`src/rtl/spi_mem_slave.sv`:
```
// Bit-serial slave exposing a 2**ADDR_W x DATA_W register memory to an external master.
// Optional `SPI_MEM_BURST_EN: consecutive words with auto-incrementing address while cs_n stays low.
module spi_mem_slave #(
    parameter int ADDR_W = 5,
    parameter int DATA_W = 16,
    parameter int TURN   = 2
) (
    input  logic clk,
    input  logic rst_n,
    input  logic cs_n,
    input  logic din,
    output logic dout,
    output logic dout_oe,
    output logic wr_done
);
    localparam int DEPTH = 2 ** ADDR_W;

    typedef enum logic [2:0] {S_IDLE, S_ADDR, S_CMD, S_TURN, S_DATA, S_HOLD} state_t;

    state_t              state, state_d;
    logic [15:0]         cnt, cnt_d;
    logic                armed, armed_d;
    logic [ADDR_W-1:0]   addr, addr_d;
    logic                rw, rw_d;
    logic [DATA_W-2:0]   wsh, wsh_d;
    logic [DATA_W-1:0]   rsh, rsh_d;
    logic                dout_d, oe_d, wr_done_d;

    logic [DATA_W-1:0]   mem [DEPTH];
    logic [DATA_W-1:0]   rdata;
    logic [DATA_W-1:0]   wdata;
    logic [ADDR_W-1:0]   mem_raddr;
    logic                mem_re, mem_we, last;

    always_comb begin
        state_d   = state;
        cnt_d     = cnt;
        armed_d   = armed;
        addr_d    = addr;
        rw_d      = rw;
        wsh_d     = wsh;
        rsh_d     = rsh;
        dout_d    = dout;
        oe_d      = dout_oe;
        wr_done_d = 1'b0;
        mem_re    = 1'b0;
        mem_we    = 1'b0;
        mem_raddr = addr;
        wdata     = {wsh, din};
        last      = (cnt == 16'(DATA_W - 1));

        if (cs_n) begin
            // Frame end or abort: a partially shifted write word is simply dropped.
            state_d = S_IDLE;
            cnt_d   = '0;
            oe_d    = 1'b0;
            dout_d  = 1'b0;
            armed_d = 1'b1;
        end else if (armed) begin
            case (state)
                S_IDLE, S_ADDR: begin
                    addr_d = ADDR_W'({addr, din});
                    if (cnt == 16'(ADDR_W - 1)) begin
                        state_d = S_CMD;
                        cnt_d   = '0;
                    end else begin
                        state_d = S_ADDR;
                        cnt_d   = cnt + 16'd1;
                    end
                end
                S_CMD: begin
                    rw_d    = din;
                    mem_re  = 1'b1;
                    state_d = S_TURN;
                    cnt_d   = '0;
                end
                S_TURN: begin
                    if (cnt == 16'(TURN - 1)) begin
                        state_d = S_DATA;
                        cnt_d   = '0;
                        if (!rw) begin
                            dout_d = rdata[DATA_W-1];
                            rsh_d  = rdata << 1;
                            oe_d   = 1'b1;
                        end
                    end else begin
                        cnt_d = cnt + 16'd1;
                    end
                end
                S_DATA: begin
                    if (rw) begin
                        wsh_d = wdata[DATA_W-2:0];
                        if (last) begin
                            mem_we    = 1'b1;
                            wr_done_d = 1'b1;
                        end
                    end else if (!last) begin
                        dout_d = rsh[DATA_W-1];
                        rsh_d  = rsh << 1;
                    end
`ifdef SPI_MEM_BURST_EN
                    // Prefetch the next read word early so its MSB is ready at the word boundary.
                    if (!rw && cnt == 16'd0) begin
                        mem_re    = 1'b1;
                        mem_raddr = addr + 1'b1;
                        addr_d    = addr + 1'b1;
                    end
                    if (last) begin
                        cnt_d = '0;
                        if (rw) begin
                            addr_d = addr + 1'b1;
                        end else begin
                            dout_d = rdata[DATA_W-1];
                            rsh_d  = rdata << 1;
                        end
                    end else begin
                        cnt_d = cnt + 16'd1;
                    end
`else
                    if (last) begin
                        state_d = S_HOLD;
                        oe_d    = 1'b0;
                        dout_d  = 1'b0;
                    end else begin
                        cnt_d = cnt + 16'd1;
                    end
`endif
                end
                default: ;
            endcase
        end
    end

    always_ff @(posedge clk or negedge rst_n) begin
        if (!rst_n) begin
            state   <= S_IDLE;
            cnt     <= '0;
            armed   <= 1'b0;
            addr    <= '0;
            rw      <= 1'b0;
            dout    <= 1'b0;
            dout_oe <= 1'b0;
            wr_done <= 1'b0;
        end else begin
            state   <= state_d;
            cnt     <= cnt_d;
            armed   <= armed_d;
            addr    <= addr_d;
            rw      <= rw_d;
            dout    <= dout_d;
            dout_oe <= oe_d;
            wr_done <= wr_done_d;
        end
    end

    always_ff @(posedge clk) begin
        wsh <= wsh_d;
        rsh <= rsh_d;
        if (mem_re) rdata <= mem[mem_raddr];
        if (mem_we) mem[addr] <= wdata;
    end

endmodule

```
`config.mk`:
```
export PLATFORM = sky130hd
export DESIGN_NAME = spi_mem_slave
export DESIGN_NICKNAME = d
export VERILOG_FILES = /design/src/rtl/spi_mem_slave.sv
export SDC_FILE = /design/constraint.sdc
export NUM_CORES = 1
export LEC_CHECK = 0
export CAP_MARGIN = 25
export CELL_PAD_IN_SITES_DETAIL_PLACEMENT = 1
export CELL_PAD_IN_SITES_GLOBAL_PLACEMENT = 1
export CORE_MARGIN = 2
export CORE_UTILIZATION = 30
export DETAILED_ROUTE_END_ITERATION = 6
export GPL_TIMING_DRIVEN = 1
export PLACE_DENSITY_LB_ADDON = 0.1
export SETUP_SLACK_MARGIN = 0.05
export SLEW_MARGIN = 20
export SYNTH_ARGS = -nofsm -noshare
export SYNTH_HDL_FRONTEND = slang
export SYNTH_SLANG_ARGS = --single-unit
export TNS_END_PERCENT = 5
```
`constraint.sdc`:
```
create_clock -name clk -period 3.25 [get_ports clk]
set_clock_uncertainty 0.2 [all_clocks]
set_input_delay 0.325 -clock clk [delete_from_list [all_inputs] [get_ports clk]]
set_output_delay 0.325 -clock clk [all_outputs]
set_load 0.02 [all_outputs]
```
### After elaboration in Yosys (flattened, before gate mapping)

Memory sizes are Yosys's and may differ from the RTL's. A register that Yosys moved wholly into a read port is not among the register bits.
Cells that the tools add are included.
W data, S select, Z words.

* add/subtract/negate cells: 1
* equality and inequality tests: 16
* multiplexer cells: 40
* bitwise logic cells: 1
* reduce and logical (&&, ||, !) cells: 14

Operators with widths (count)
* $mux W16: 9
* $pmux W16 S4: 1
* $pmux W16 S2: 1
* $mux W1: 21
* $add A16 B1 Y16 const B: 1
* $eq A16 B1 Y1 const B: 1
* $eq A16 B3 Y1 const B: 1
* $eq A16 B4 Y1 const B: 1
* $mux W3: 4
* $ne A3 B3 Y1 const B: 4
* $pmux W3 S4: 1
* $reduce_and A5 Y1: 2
* $reduce_and A3 Y1: 3
* $ne A2 B2 Y1 const B: 4
* $reduce_and A4 Y1: 2
* $reduce_and A7 Y1: 1
* $eq A3 B2 Y1 const B: 2
* $reduce_bool A5 Y1: 1
* $ne A4 B4 Y1 const B: 1
* $pmux W1 S2: 2
* $reduce_bool A2 Y1: 2
* $eq A3 B1 Y1 const B: 1
* $eq A3 B3 Y1 const B: 1
* $logic_not A3 Y1: 1
* 4 further kinds: 4

* flip-flop bits (word level): 60
* bits in writable memories: 512
* input port bits: 4
* output and inout port bits: 3
* logic and storage cells: 83
* memories: 1

Memories
* mem: depth 32, width 16, read ports 1, clocked after memory_dff 1, wr ports 1, RTL line 29 `logic [DATA_W-1:0] mem [DEPTH];`

### Longest topological paths before layout

* depth after elaboration: 8
* gate-level depth with buffers: 8

### Least setup slack after synthesis

No wires, ideal clock.

* path type: flip-flop to flip-flop
* start: register state[0]
* end: register rsh[10] (enable)
* arrival: 2690 ps
* data required time: 2644 ps
* path slack: -46 ps
* stages on the path, launching flop included: 7
* buffers on the path: 3
* period minus slack after synthesis: 3296 ps
* cells stage by stage: dfrtp_1 clkbuf_1 nor3b_1 clkbuf_1 buf_1 a21oi_1 nor3_1

* cells in the longest elaborated chain, start to end: 3

Ends and longest elaborated chain
* from (decl): RTL line 20 `state_t state, state_d;`
* from (signal assigned): RTL line 145 `state <= state_d;`
* $eq A3 B2 Y1 / $eq A3 B3 Y1 (equally long branches): RTL line 60 `case (state)`
* $ne A2 B2 Y1 (no line) / $reduce_bool A2 Y1 (equally long branches)
* $reduce_and A7 Y1 (no line) *
* to (signal assigned): RTL line 158 `rsh <= rsh_d;`
* to (decl): RTL line 26 `logic [DATA_W-1:0] rsh, rsh_d;`

Mark *: on every way between the ends. The rest lies on a longest branch, timed or not.
A chain may end at the register's enable or synchronous reset.

### Worst setup path in the final report

* start: register cnt[5]
* end: memory mem[12][14] (enable)

* cells in the longest elaborated chain, start to end: 8

Ends and longest elaborated chain
* from (decl): RTL line 21 `logic [15:0] cnt, cnt_d;`
* from (signal assigned): RTL line 146 `cnt <= cnt_d;`
* $eq A16 B4 Y1: RTL line 50 `last = (cnt == 16'(DATA_W - 1));`
* $mux W1: RTL line 93 `if (last) begin`
* $mux W1: RTL line 91 `if (rw) begin`
* $mux W1: RTL line 60
* $mux W1: RTL line 59 `end else if (armed) begin`
* $mux W1: RTL line 52 `if (cs_n) begin`
* $mux W1: RTL line 160 `if (mem_we) mem[addr] <= wdata;`
* $mux W1 (not written as such): RTL line 160
* to (decl): RTL line 29

Every way passes these cells.

==> impl_metrics.yaml <==
pwr:
  powerDensity_nw_per_um2: 665.8
  ir_drop_mv: 0.3115
  power.leakage_uw: 0.008603
worst_setup_path:
  worstPathRequired_ns: 3.34
  worst-setup-path-type: "flop to flop"
  cp_max_fo: 16
  r2r_slack_ns: 0.16
  cp_top_family: "simple AND/OR/NAND/NOR gates"
  start_kind: "flop"
  cpPeakStageDelay_ns: 0.59
  crit_path_end_kind: "flop"
  slowest_stage: "or4_4"
  crit_chain: "or4_4 -> or4_4 -> or4_1 -> buf_12 -> nor2_2 -> buf_12"
  path_buf_inv: 2
  cp_data_arrival_time_ns: 3.18
timing:
  post-route-period-util_pct: 95.04
  drv_slew: 0
  final_hold_viol_count: 0
  clock.fmax_ghz: 0.3237
  worst_pin_slew_ns: 0.9407
  fin_hold_ws_ns: 0.1080
  rsz0062_at_grt: "false"
  finalCriticalPeriod_ns: 3.089
  fin_tns_setup_ns: 0
  slew_headroom_pct: 37.29
  finalSetupViolCount: 0
placed_design:
  place_congestion: 0.8212
  port_buffers: 6
  dp.cells: 2114
  dp_hpwl_um: 40920
die:
  io_pins: 7
  die_w_um: 277.7
  fp.dieH_um: 277.7
  core_um2: 74320
  rows: 100
  start_util_pct: 30.24
  die_area_um2: 77120
logic_synthesis:
  syn_inst: 1050
  async_flop_share_pct: 4.940
  synth_area_leaders: "edfxtp_1, mux4_2, dfrtp_1"
  syn_area_per_cell_um2: 21.41
  syn-cell-area_um2: 22480
  syn_nets: 1057
  synth_ff_type: "edfxtp_1"
  ys_warn_count: 0
  synth_top_area_share_pct: 74.55
  synth.distinct_cells: 48
  seq_area_frac_synth_pct: 77.78
  synth_edf_count: 558
  yosys.area.top_type: "edfxtp_1"
  synth_seq_cells: 587
routing:
  viasPerCell: 4.941
  ant_nets: 0
  vias: 11020
  avgRoutedWirePerCell_um: 28.14
  dr.first_iter.drc_count: 986
  wl_um: 62750
  drc_errors: 0
  drt_pass1_iterations: 4
layout:
  finalNetCount: 1222
  drive_above_1_share_pct: 33.17
  final.fill_count: 7221
  final_cell_count_no_fill: 2230
  area.growth.synth_to_final_pct: 20.78
cts:
  clock_latency_ns: 0.59
  ctsRootBufferMaster: "clkbuf_16"
  clk_pin_slew_ns: 0.06
  numCtsBuffers: 67
  clock-sinks: 587
  cts_setup_buffers: 0
  clock_path_buffers: 3
  htree_levels: 3
  cts_tree: "built"
global_route:
  use_met2_pct: 26.55
  grt_use_met1_pct: 23.30
  top_usage_layer: "met2"
  grt_pass1_vias: 11760
  overflow: 0
  antenna_found_initial: 2
  use_met3_pct: 2.678
  grt_pass1_wl_um: 90050
  grtUsageTotal_pct: 16.50
  grt_max_degree: 42
status:
  outcome: "finished, final reports clean"
job:
  maxCapViolations: 0
min_path:
  hp-class: "input port to flop"
-- path summary, 6_finish.rpt --
path / to / cells past startpoint / start
max: mem[12][14] / 6 / cnt[5]
min: mem[14][0] / 1 / din
max reg2reg: mem[12][14] / 6 / cnt[5]
min reg2reg: wsh[7] / 0 / wsh[6]
max in group asynchronous: addr[1] / 3 / rst_n
min in group asynchronous: cnt[1] / 3 / rst_n
-- worst reg2reg max path: stages, from the launching register on --
cell	delay [ns]
dfrtp_1	0.42
or4_4	0.58
or4_4	0.59
or4_1	0.49
buf_12	0.19
nor2_2	0.14
buf_12	0.19
-- placed cells by master (no fill, tap or decap), drive strengths merged, types with 7 or more instances in the layout --
master    n
nand3    10
nand2    13
edfxtp  558
nand4    18
mux2     20
nor2     43
clkinv   23
buf     144
a21oi    12
mux4    128
inv       7
a22oi    66
clkbuf   82
nor2b    10
dfrtp    29
nor3      9
-- what timing repair did --
| item | in CTS | in global routing |
|---|---|---|
| hold buffers | 1 | 0 |
| endpoints found under the setup margin | 0 | 30 |
| endpoints found under the hold margin | 29 | 0 |
| gates resized for setup | 0 | 1 |
-- where the power goes --
group	internal [µW]	switching, µW
registers	8270	95.8
logic	1080	1490
clock network	4190	2940
total	13500	4530
-- final cells by class --
cell class | count | area, µm² | area share (%)
Clock buffer | 82 | 1775 | 6.541
Tap cell | 969 | 1212 | 4.466
Inverter | 5 | 18.77 | 0.06914
Clock inverter | 32 | 269.0 | 0.9910
Multi-Input combinational cell | 404 | 4811 | 17.72
Sequential cell | 587 | 17490 | 64.43
Timing Repair Buffer | 150 | 1567 | 5.771
Antenna cell | 1 | 2.502 | 0.009219
-- routing by layer --
layer | up-vias | routed length [µm]
met2 | 217 | 30270
met4 | 0 | 1241
li1 | 4763 | -
met3 | 77 | 2371
met1 | 5962 | 28860
met5 | - | 0
-- kinds of logic after synthesis --
group / share of synthesized area (%)
flops: 77.78
mux: 13.87
simple gates: 3.518
compound gates: 3.390
buf+inv: 1.035
xor+xnor: 0.2338
fa+ha+maj: 0.1670
-- sequential cells by signal (all words and copies together) (netlist names), 3 cells and up --
signal / flops
mem: 512
rdata: 16
state: 3
addr: 5
wsh: 15
rsh: 15
cnt: 16
-- Yosys cell counts, types with 2 or more instances --
cell and number:
a21o_1 3, a21oi_1 12, a22oi_1 66, a32oi_1 6, and3_1 3, and3b_1 2, buf_1 13, buf_2 6
clkbuf_1 34, dfrtp_1 29, edfxtp_1 558, ha_1 3, inv_1 5, mux2_2 20, mux4_2 128, nand2_1 13
nand2b_1 3, nand3_1 9, nand3b_1 4, nand4_1 18, nor2_1 34, nor2_2 9, nor2b_1 10, nor3_1 9
nor3b_1 6, nor4_1 3, nor4b_1 2, o21ai_0 6, o22ai_1 2, o31ai_1 5, or2_2 3, or3b_2 2
or4_1 2, or4_4 3, xnor2_1 6
-- stage by stage --
| stage | area (µm²) | power (µW) | util [%] | worst slack, ns |
|---|---|---|---|---|
| after global placement | 25080 | 11120 | 33.75 | 0.1647 |
| final | 27140 | 18070 | 36.52 | 0.1611 |
| after floorplan | 22480 | 9725 | - | 0.03360 |
| after global routing | 27140 | 18710 | 36.52 | 0.06383 |
| after CTS | 27140 | 18340 | 36.51 | 0.1085 |
| after detailed placement | 25080 | 11120 | 33.75 | 0.1114 |
Power figures use the tool's default switching activity.
==> variant 1: new RTL, same flow settings <==
The parameter `DATA_W` goes from 16 to 14.
--- a/src/rtl/spi_mem_slave.sv
+++ b/src/rtl/spi_mem_slave.sv
@@ -3,5 +3,5 @@
 module spi_mem_slave #(
     parameter int ADDR_W = 5,
-    parameter int DATA_W = 16,
+    parameter int DATA_W = 14,
     parameter int TURN   = 2
 ) (
Behaviour: no difference found for any inputs over 4 cycles, from zero or initial values and one cycle with rst_n low; that may be too few to reach the edited logic, so the function may still have changed.
==> variant 1 against the unedited design <==
  * Total power shrank 14%
  * Design area shrank 13%
  * Synthesized area shrank 11%
  * Setup slack gained 280 ps
  * Maximum frequency grew 10%
  * Routed wire length shrank 15%
  * Sequential cell count shrank 70
  * Critical path type unchanged
  * Largest cell class unchanged
  * Largest power group unchanged
==> variant 1: results (changes against the unedited design) <==
| Metric | Value |
|---|---|
| Placed Instances | 1888 (-11%) |
| NonClk Buf Share | 4.37% (-1.4 points) |
| Register area share after synthesis | 77.0% (-0.74 points) |
| Number of detailed-route iterations in the first pass | 5 (+1) |
| Fillers | 6425 (-11%) |
| Drt initial violations | 800 (-19%) |
| Hpwl dp | 34.9 mm (-15%) |
| Leak | 0.00754 uW (-12%) |
| Clk pin slew, worst setup/hold paths | 60 ps (about the same) |
| Commonest register cell after synthesis | edfxtp_1 |
| Total core area | 0.0659 mm^2 (-11%) |
| Non-Clock Buffer Count | 121 (-19%) |
| First-pass GRT wire length | 77.1 mm (-14%) |
| Cts bufs inserted | 56 (-16%) |
| Synth warn | 0 (unchanged) |
| Peak fanout along the critical path | 24 (+8) |
| Clock Path Buffers | 3 (unchanged) |
| Post-synth cell types | 55 (+15%) |
| Hold buffers post-CTS | 1 (unchanged) |
| Status | finished clean |
| H-tree depth | 2 (-1) |
| Register area | 0.0154 mm^2 (-12%) |
| Async S/R FF share, synth | 5.61% (+0.67 points) |
| Sequential portion of the cell area | 65.1% (+0.70 points) |
| Cell area after placement | 0.0219 mm^2 (-13%) |
| GPL Wtd Cong | 0.795 (-3.2%) |
| Commonest cells post-synth | edfxtp_1, mux4_2, a22oi_1 |
| Diodes inserted | 0 (-1) |
| Initial antenna violation count | 2 (unchanged) |
| Critical path data arrival time | 2870 ps (-310 ps) |
| Hold Crit Class | input pin to flop |
| Clk_buf instances | 71 (-13%) |
| Share of cells above drive strength 1 | 31.0% (-2.2 points) |
| Largest net degree at the start of global routing | 36 (-14%) |
| Nets@finish | 1090 (-11%) |
| Worst Tran Pin Value | 943 ps (+2.61 ps) |
| Synth Instances | 950 (-9.5%) |
| Multi-input logic area | 0.00436 mm^2 (-9.3%) |
| Multi-input gates | 378 (-6.4%) |
| Worst VDD drop | 0.000371 V (+19%) |
| Syn Nets | 957 (-9.5%) |
| GR Util All Layers | 15.9% (-0.63 points) |
| Non-filler cells, final | 1990 (-11%) |
| Vias in the first global route | 10400 (-12%) |
| Avg WL per Cell | 26.8 um (-4.9%) |
| Crit-path max cell delay | 560 ps (-30 ps) |
| Via density | 4.89 (-0.96%) |
| Top post-synthesis cells by area | edfxtp_1, mux4_2, dfrtp_1 |
| Post-CTS sizing | 0 (unchanged) |
| Number of synthesized flops with an enable pin | 488 (-13%) |
| Worst skew pair latency | 610 ps (+20 ps) |
| CP max stage cell | dfrtp_4 |
| Delay-heaviest family, CP | flip-flops |
| Non-clk invs | 9 (+4) |
| PortBufs | 6 (unchanged) |
| Largest regs | mem (448), cnt (16), rdata (14) |
| Clock root buffer | clkbuf_16 |
| Num sequential | 517 (-12%) |
| Clk tree area frac | 7.31% (-0.22 points) |
## variant 1: cell types whose count changed in the layout (fill, tap and decap cells not counted), sizes merged, moves of 8 or more
cell	delta
edfxtp	-70
buf	-29
mux4	-16
clkbuf	-11
a22oi	-10
a22o	+9
o21ai	+8
## variant 1: cell families after synthesis
| kind of cell | count (synthesis) | share of synthesized area [%] |
|---|---|---|
| flip-flops | 517 | 77.0 |
| adder cells (fa/ha/maj) | 3 | 0.188 |
| XOR/XNOR | 2 | 0.0878 |
| AND/OR/NAND/NOR | 140 | 4.06 |
| AO/OA/AOI/OAI | 103 | 3.77 |
| buffers and inverters | 55 | 1.21 |
| multiplexers | 130 | 13.7 |
## variant 1: final timing paths
| path | from | endpoint | slack, ps | cells after the start |
|---|---|---|---|---|
| setup reg to reg | addr[0] | rdata[3] | 440 | 5 |
| hold / removal | din | mem[13][0] | 230 | 1 |
| min in group asynchronous | rst_n | dout | 470 | 3 |
| setup / recovery | addr[0] | rdata[3] | 440 | 5 |
| max in group asynchronous | rst_n | addr[1] | 2060 | 3 |
| hold reg to reg | wsh[7] | wsh[8] | 260 | 0 |
## variant 1: metrics by stage
stage,hold slack [ps],worst slack [ps]
6_report,226,444
5_1_grt,238,287
4_1_cts,238,399
3_5_place_dp,253,330
3_3_place_gp,240,329
2_1_floorplan,-171,229
## variant 1: layer usage
layer / wire [um] / vias up / track usage [%]
met5: 0 / - / 0
met4: 854 / 0 / 3.61
met3: 2210 / 53 / 2.73
met2: 25400 / 185 / 25.4
met1: 24800 / 5238 / 22.7
li1: - / 4263 / -
## variant 1: where the power goes
| part | internal [uW] | total, uW | switching (uW) |
|---|---|---|---|
| combinational | 847 | 2070 | 1220 |
| sequential | 7280 | 7410 | 133 |
| clock | 3470 | 6050 | 2580 |
==> variant 2: new RTL, same settings <==
Made on the original files. One comparison of `cnt` changes from == to >=.
--- a/src/rtl/spi_mem_slave.sv
+++ b/src/rtl/spi_mem_slave.sv
@@ -48,5 +48,5 @@
         mem_raddr = addr;
         wdata     = {wsh, din};
-        last      = (cnt == 16'(DATA_W - 1));
+        last      = (cnt >= 16'(DATA_W - 1));
 
         if (cs_n) begin
Formal check against the unedited RTL: same outputs for any inputs over 4 cycles, from zero or initial values and one cycle with rst_n low; that may be too few to reach the edited logic, so the function may still have changed.
==> variant 2 against the unedited design <==
  * Via count increased by 0.24%
  * Setup slack better by 110 ps
  * Design area fell by 0.70%
  * Total power shrank 0.38%
  * Synthesized area up 0.28%
  * Die area rose by 0.28%
  * Global-route usage is 0.17 points lower
  * Maximum frequency rose by 3.6%
  * Count of clock-buffer cells in the layout increased by 6
  * Sequential power hardly changed
  * Sequential cell count unchanged
  * Routed wire length is 1.5% lower
==> variant 2: results (changes against the unedited design) <==
| Metric | Value |
|---|---|
| Status | finished clean |
| Worst skew pair latency | 610 ps (+20 ps) |
| Share of cells above drive strength 1 | 32.0% (-1.2 points) |
| Avg WL per Cell | 27.7 um (-1.6%) |
| Min cycle time layout | 2980 ps (-107 ps) |
| Number of detailed-route iterations in the first pass | 5 (+1) |
| Compound-gate portion of the synthesized area | 3.54% (+0.15 points) |
| Delay-heaviest family, CP | simple AND/OR/NAND/NOR gates |
| Nets@finish | 1219 (-0.25%) |
| Metal3 WL | 2.29 mm (-3.5%) |
| Grt met1 use | 23.3% (about the same) |
| GR Util met3 | 2.35% (-0.33 points) |
| Worst R2R Path Depth | 8 (+2) |
| R2r setup slk | 270 ps (+110 ps) |
| GPL Wtd Cong | 0.755 (-8.1%) |
| Placed Instances | 2106 (-0.38%) |
| Largest net degree at the start of global routing | 34 (-19%) |
| Crit-path max cell delay | 730 ps (+140 ps) |
| Xor and xnor fraction of the mapped netlist area | 0.0777% (-0.16 points) |
| Worst Tran Pin Value | 978 ps (+37.4 ps) |
| Worst VDD drop | 0.000360 V (+15%) |
| Commonest cells post-synth | edfxtp_1, mux4_2, a22oi_1 |
| Vias in the first global route | 12000 (+1.7%) |
| CP max stage cell | nor2_2 |
| Initial antenna violation count | 4 (+2) |
| Dpl ws | 163 ps (+51.6 ps) |
| Critical Path End | mem[21][13] |
| Register area share after synthesis | 77.6% (-0.22 points) |
| Hold EP | mem[26][0] |
| Metal2 WL | 29.5 mm (-2.4%) |
| First-pass GRT wire length | 89.8 mm (-0.32%) |
| Hold Crit Class | input pin to flop |
| Hpwl dp | 39.2 mm (-4.1%) |
| Sw frac | 24.5% (-0.61 points) |
| Commonest register cell after synthesis | edfxtp_1 |
| Fillers | 7185 (-0.50%) |
| Drt initial violations | 992 (+0.61%) |
| Post-synth cell types | 50 (+4.2%) |
| Leak | 0.00852 uW (-0.99%) |
| Critical path data arrival time | 3000 ps (-180 ps) |
| Largest regs | mem (512), cnt (16), rdata (16) |
| CP startpoint | cnt[1] |
| Hold_ws | 139 ps (+31.4 ps) |
| Met2 usage | 26.1% (-0.47 points) |
| Detailed Route WL | 61.8 mm (-1.5%) |
| M1 WL | 28.9 mm (about the same) |
| GR Util All Layers | 16.3% (-0.17 points) |
| Mux contribution to synthesized area | 13.9% (about the same) |
| Top post-synthesis cells by area | edfxtp_1, mux4_2, dfrtp_1 |
| Mean Syn Cell Area | 21.2 um^2 (-0.85%) |
| Syn Nets | 1069 (+1.1%) |
| Post-synthesis adder-cell area fraction | 0.167% (-0.00047 points) |
-- variant 2: cell types whose count changed in the layout (fill, tap and decap cells not counted), moves of 4 or more --
| cell | delta |
|---|---|
| a21oi_1 | -7 |
| xnor2_1 | -5 |
| o21ai_1 | +4 |
| clkinv_2 | -4 |
| buf_12 | -23 |
| nand3_1 | +5 |
| clkinv_1 | +5 |
| nand2_1 | +5 |
-- variant 2: power by group through the flow --
stage	Clock [uW]	Sequential, uW	Combinational, uW
floorplan	0	8440	1120
global placement	0	8500	2200
detailed placement	0	8500	2220
CTS	7710	8340	2230
global route	7980	8350	2310
finish	7490	8340	2170
-- variant 2: area by class of cell --
cell class                      count  area share [%]
Antenna cell                        1         0.00928
Tap cell                          969            4.50
Sequential cell                   587            64.9
Clock inverter                     34            1.14
Multi-Input combinational cell    415            18.2
Inverter                            8           0.111
Clock buffer                       88            6.91
Timing Repair Buffer              131            4.29
